## config.mk

```make
export PLATFORM = sky130hd
export DESIGN_NAME = crd_phase_sequencer
export DESIGN_NICKNAME = d
export VERILOG_FILES = /design/src/rtl/crd_phase_sequencer.sv
export SDC_FILE = /design/constraint.sdc
export NUM_CORES = 1
export LEC_CHECK = 0
export CORE_UTILIZATION = 25
export CTS_CLUSTER_SIZE = 25
export DETAILED_ROUTE_END_ITERATION = 16
export DONT_BUFFER_PORTS = 1
export PLACE_DENSITY = 0.36
export SLEW_MARGIN = 25
export SYNTH_ARGS = -nofsm -noshare
export SYNTH_HDL_FRONTEND = slang
export SYNTH_SLANG_ARGS = --single-unit
```

## constraint.sdc

```tcl
create_clock -name clk -period 7.4 [get_ports clk]
set_input_delay 1.11 -clock clk [delete_from_list [all_inputs] [get_ports clk]]
set_output_delay 1.11 -clock clk [all_outputs]
set_load 0.02 [all_outputs]
```

## src/rtl/crd_phase_sequencer.sv

```systemverilog
// CRD regression datapath scheduler: LOAD, inverse iterations,
// then XY_ACC -> ALFA -> SUM/RES per window.
module crd_phase_sequencer #(
  parameter int NSAMP   = 175,
  parameter int NCH     = 5,
  parameter int NWIN_W  = 13,
  parameter int RD_LAT  = 1,
  parameter int INV_TMO = 1023
) (
  input  logic              clk,
  input  logic              rst,
  input  logic              start,
  input  logic              abort,
  input  logic [NWIN_W-1:0] cfg_nwin,
  input  logic              in_valid,
  input  logic              inv_done,
  output logic              ld_we,
  output logic [2:0]        ld_ch,
  output logic [7:0]        ld_addr,
  output logic              inv_start,
  output logic [7:0]        inv_idx,
  output logic              y_ready,
  output logic [7:0]        rd_addr,
  output logic              acc_clr,
  output logic              acc_en,
  output logic [7:0]        acc_addr,
  output logic              alfa_en,
  output logic              sum_en,
  output logic [7:0]        sum_addr,
  output logic              res_en,
  output logic [7:0]        res_addr,
  output logic              win_done,
  output logic [NWIN_W-1:0] win_idx,
  output logic              busy,
  output logic              done,
  output logic              err
);

  localparam int TW = $clog2(INV_TMO + 1);
  localparam logic [7:0]    A_LAST   = 8'(NSAMP - 1);
  localparam logic [2:0]    CH_LAST  = 3'(NCH - 1);
  localparam logic [8:0]    XY_LAST  = 9'(NSAMP + RD_LAT - 1);
  localparam logic [8:0]    N9       = 9'(NSAMP);
  localparam logic [TW-1:0] TMO_LAST = TW'(INV_TMO - 1);

  typedef enum logic [3:0] {
    S_IDLE, S_LOAD, S_ISSUE, S_WAIT, S_XY,
    S_ALFA, S_SUM, S_WEND, S_DONE, S_ERR
  } state_t;

  state_t state, state_n;
  logic [2:0]        ch, ch_n;
  logic [7:0]        addr, addr_n;
  logic [7:0]        k, k_n;
  logic [TW-1:0]     tmo, tmo_n;
  logic [8:0]        cnt, cnt_n;
  logic [NWIN_W-1:0] w, w_n;
  logic [NWIN_W-1:0] nwin, nwin_n;

  always_ff @(posedge clk or negedge rst) begin
    if (!rst) begin
      state <= S_IDLE;
      ch    <= '0;
      addr  <= '0;
      k     <= '0;
      tmo   <= '0;
      cnt   <= '0;
      w     <= '0;
      nwin  <= '0;
    end else begin
      state <= state_n;
      ch    <= ch_n;
      addr  <= addr_n;
      k     <= k_n;
      tmo   <= tmo_n;
      cnt   <= cnt_n;
      w     <= w_n;
      nwin  <= nwin_n;
    end
  end

  always_comb begin
    state_n = state;
    ch_n    = ch;
    addr_n  = addr;
    k_n     = k;
    tmo_n   = tmo;
    cnt_n   = cnt;
    w_n     = w;
    nwin_n  = nwin;
    unique case (state)
      S_IDLE, S_DONE, S_ERR: begin
        if (start) begin
          state_n = S_LOAD;
          nwin_n  = cfg_nwin;
          ch_n    = '0;
          addr_n  = '0;
          k_n     = '0;
          tmo_n   = '0;
          cnt_n   = '0;
          w_n     = '0;
        end
      end
      S_LOAD: begin
        if (in_valid) begin
          if (addr == A_LAST) begin
            addr_n = '0;
            if (ch == CH_LAST) begin
              ch_n    = '0;
              state_n = S_ISSUE;
            end else begin
              ch_n = ch + 3'd1;
            end
          end else begin
            addr_n = addr + 8'd1;
          end
        end
      end
      S_ISSUE: begin
        tmo_n   = '0;
        state_n = S_WAIT;
      end
      S_WAIT: begin
        if (inv_done) begin
          if (k == A_LAST) begin
            cnt_n   = '0;
            state_n = (nwin == '0) ? S_DONE : S_XY;
          end else begin
            k_n     = k + 8'd1;
            state_n = S_ISSUE;
          end
        end else if (tmo == TMO_LAST) begin
          state_n = S_ERR;
        end else begin
          tmo_n = tmo + TW'(1);
        end
      end
      S_XY: begin
        if (cnt == XY_LAST) begin
          cnt_n   = '0;
          state_n = S_ALFA;
        end else begin
          cnt_n = cnt + 9'd1;
        end
      end
      S_ALFA: begin
        cnt_n   = '0;
        state_n = S_SUM;
      end
      S_SUM: begin
        if (cnt == N9) begin
          cnt_n   = '0;
          state_n = S_WEND;
        end else begin
          cnt_n = cnt + 9'd1;
        end
      end
      S_WEND: begin
        if (w == nwin - NWIN_W'(1)) begin
          state_n = S_DONE;
        end else begin
          w_n     = w + NWIN_W'(1);
          cnt_n   = '0;
          state_n = S_XY;
        end
      end
      default: state_n = S_IDLE;
    endcase
    // abort wins over everything, including a same-cycle start
    if (abort) state_n = S_IDLE;
  end

  assign ld_we     = (state == S_LOAD) && in_valid;
  assign ld_ch     = ch;
  assign ld_addr   = addr;
  assign inv_start = (state == S_ISSUE);
  assign inv_idx   = k;
  assign y_ready   = (state == S_XY) && (cnt < N9);
  assign rd_addr   = y_ready ? cnt[7:0] : '0;
  assign acc_clr   = (state == S_XY) && (cnt == '0);
  assign alfa_en   = (state == S_ALFA);
  assign sum_en    = (state == S_SUM) && (cnt < N9);
  assign sum_addr  = sum_en ? cnt[7:0] : '0;
  assign win_done  = (state == S_WEND);
  assign win_idx   = win_done ? w : '0;
  assign done      = (state == S_DONE);
  assign err       = (state == S_ERR);
  assign busy      = !(state inside {S_IDLE, S_DONE, S_ERR});

  logic [RD_LAT-1:0] ye_d;
  logic [7:0]        ra_d [RD_LAT];

  // read-latency alignment for the accumulator and the 1-cycle residual lag
  always_ff @(posedge clk or negedge rst) begin
    if (!rst) begin
      ye_d     <= '0;
      res_en   <= 1'b0;
      res_addr <= '0;
      for (int i = 0; i < RD_LAT; i++) ra_d[i] <= '0;
    end else if (abort) begin
      ye_d     <= '0;
      res_en   <= 1'b0;
      res_addr <= '0;
      for (int i = 0; i < RD_LAT; i++) ra_d[i] <= '0;
    end else begin
      ye_d[0]  <= y_ready;
      ra_d[0]  <= rd_addr;
      for (int i = 1; i < RD_LAT; i++) begin
        ye_d[i] <= ye_d[i-1];
        ra_d[i] <= ra_d[i-1];
      end
      res_en   <= sum_en;
      res_addr <= sum_addr;
    end
  end

  assign acc_en   = ye_d[RD_LAT-1];
  assign acc_addr = ra_d[RD_LAT-1];

endmodule

```

==> run_results.csv <==
group,metric,value,unit
status,outcome,"finished, final reports clean",
timing,skew,0.00957,ns
synth,synth_edf_count,0,
critical_path,cpPeakStageDelay,0.57,ns
synth,synthAdderAreaFrac,2.99,%
detailed_routing,vias_per_cell,4.92,
die,die_x,144,µm
timing,slew_viol_final,0,
critical_path,reg2reg_to,"cnt[0]$_DFFE_PN0P_",
die,dieArea,0.0207,mm²
timing,finalSetupViolations,0,
synth,async_flop_share,100,%
detailed_routing,vias,4068,
clocking,cts_tree,"yes",
critical_path,cp_cell_sequence,"nand2b_1, or2_2, nor2_1, nand2_1, nor2_1, and2_1",
cells_and_area,final_layout_size_suffix_gt1_share,5.87,%
synth,synth.avg_cell_area,8.75,µm²
clocking,clkSlewWorstSetupHoldPaths,0.06,ns
critical_path,cp_slowest_cell,"nor2_1",
die,fp-row-count,51,
placed_design,port_buffers,0,
clocking,cts_resized,0,
grt,grt_pass1_wl,22300,µm
synth,synth-seq-cells,86,
critical_path,endpoint,"sum_addr[6]",
clocking,htreeDepth,3,
grt,grt_usage,14.2,%
placed_design,dp_hpwl,9650,µm
synth,yosysWarnings,0,
clocking,cts_setup_buffers,0,
cells_and_area,fin_util,28.0,%
clocking,hold_buffers,0,
clocking,clk_latency,0.34,ns
cells_and_area,layout.nets,589,
synth,yosysSeqAreaShare,42.9,%
synth,synth_mux_area_share,1.07,%
timing,slew_headroom,35.6,%
detailed_routing,drc,0,
placed_design,gp_congestion,0.759,
detailed_routing,wirelength,13600,µm
synth,synthTopCellsByArea,"dfrtp_1 43%, nand2_1 4.8%, and2_1 4.7%",
clocking,cts_buffers,9,
clocking,cts.sinks,86,
critical_path,r2r-start,"nwin[0]$_DFFE_PN0P_",
grt,grt_max_degree,87,
timing,finalHoldViolCount,0,
synth,ys_types,63,
critical_path,cp-end-kind,"primary output",
grt,overflow,0,
die,die_h,144,µm
clocking,clk_path_buf_depth,2,
cells_and_area,syn2layout_area_growth,9.37,%
detailed_routing,drt.antenna.violating_nets,0,
die,core-area,0.0196,mm²
synth,ys.flop_type,"dfrtp_1",
synth,yosysTopAreaCell,"dfrtp_1",
timing,final.min_clock_period,3.98,ns
synth,synth_top_family_by_area,"simple AND/OR/NAND/NOR gates",
critical_path,start_kind,"register",
timing,max_freq,252,MHz
synth,yosys.area_share.simple,31.9,%
power,fin_total_pwr,1.47,mW
critical_path,rrSetupSlack,3.95,ns
timing,rsz0062_at_grt,"no",
detailed_routing,dr.pass1.iters,4,
power,ir_worst_vdd,0.0000995,V
min_path,hp-class,"in2async",
timing,fin_crit_sh,53.7,%
clocking,root_buffer,"clkbuf_16",
synth,synth_top_area_share,42.9,%
detailed_routing,wl_per_cell,16.4,µm
cells_and_area,fillers,2101,
grt,grt_pass1_vias,4023,
job,max_cap_violations,0,
power,powerDensity,267,mW/mm²
synth,syn-cell-area,0.00502,mm²
critical_path,cp_max_fo,15,
timing,tns,0,ns
critical_path,required,6.29,ns
critical_path,crit_top_cell,"nor2_1",
detailed_routing,drt_iter0_markers,203,
critical_path,r2r_cells,10,
synth,synth_fp_nets,605,
synth,synth_xor_area_share,4.81,%
critical_path,cp_data_arrival_time,2.87,ns
synth,synth_compound_area_share,12.2,%
cells_and_area,stdcell_area,0.00549,mm²
critical_path,crit_path_start,"state[3]$_DFFE_PN0P_",
synth,ys_top_cells_by_count,"86 x dfrtp_1, 64 x nand2_1, 44 x nor2_1",
die,pin_count,95,
synth,yosysMostFrequentCell,"dfrtp_1",
placed_design,dpl_cell_area,0.00524,mm²
timing,tightest_slew,0.957,ns
synth,synthCells,574,
grt,antenna_found_initial,0,
power,cellLeakagePower,2.33,nW
critical_path,crit_type,"reg2out",
cells_and_area,n_antenna_cell,0,
die,initial_core_util,25.6,%
[cell usage in the layout (no fill, tap or decap), types with 3 or more instances in the layout]
master,instances
dfrtp_1,86
nand2_1,64
nor2_1,44
and2_1,38
o21ai_0,36
nand3_1,32
nor3_1,22
a21oi_1,20
inv_1,19
or3_1,15
nor4_1,14
xnor2_1,14
ha_1,12
and3_1,11
xor2_1,11
nand2b_1,9
clkbuf_16,9
nor3b_1,8
nand4_1,8
nor2b_1,7
o31ai_1,7
or4_1,5
or2_2,4
a21o_1,4
a211o_1,4
clkbuf_1,4
o22ai_1,3
mux2_2,3
a31oi_1,3
o21bai_1,3
a311oi_1,3
buf_4,3
[critical path, delay by kind of cell (launching register included)]
family | cells | cell delay, ns
simple gates | 6 | 1.99
flops | 1 | 0.54
[state kept, by name (all words and copies together) (netlist names)]
signal,flops
nwin,13
w,13
tmo,10
cnt,9
acc_addr,8
inv_idx,8
ld_addr,8
res_addr,8
state,4
ld_ch,3
acc_en,1
res_en,1
[stage by stage]
stage               hold slack [ns]  setup slack [ns]  std cells
global placement              0.524              3.91        812
floorplan                     0.480              4.17        574
global route                  0.429              3.22        827
detailed placement            0.519              3.84        812
finish                        0.456              3.42        827
CTS                           0.437              3.45        827
[cell type report]
type	count	area [µm²]	share of cell area (%)
repair buffers	3	22.5	0.410
clock buffers	13	240	4.37
clock inverters	2	10.0	0.182
flip-flops and latches	86	2150	39.2
multi-input cells	438	2660	48.4
inverters	20	75.1	1.37
well taps	265	332	6.04
[cells by family after synthesis]
group / after synthesis
AND/OR/NAND/NOR: 296
adder cells (fa/ha/maj): 12
AO/OA/AOI/OAI: 99
flip-flops: 86
XOR/XNOR: 26
buffers and inverters: 50
multiplexers: 5
[layer usage]
metal,vias up,part of all wire [%],GRT usage [%]
met2,69,47,23.1
li1,1980,-,-
met1,2008,46,18.0
met3,11,5.0,4.70
met5,-,0,0
met4,0,1.1,3.42
[report_power, final]
part           internal (mW)  total, mW  switching (mW)
registers              0.518      0.620           0.102
logic                  0.164      0.441           0.277
clock network          0.225      0.406           0.181
[worst min-delay path by stage]
stage	startpoint	to	slack, ns	depth (start not counted)
after floorplan	nwin[12]$_DFFE_PN0P_	nwin[12]$_DFFE_PN0P_	0.48	2
final	rst	nwin[7]$_DFFE_PN0P_	0.46	0
after global placement	nwin[12]$_DFFE_PN0P_	nwin[12]$_DFFE_PN0P_	0.52	2
after detailed placement	nwin[12]$_DFFE_PN0P_	nwin[12]$_DFFE_PN0P_	0.52	2
after global routing	rst	nwin[7]$_DFFE_PN0P_	0.43	0
after CTS	rst	nwin[7]$_DFFE_PN0P_	0.44	0
Power figures use the tool's default switching activity.
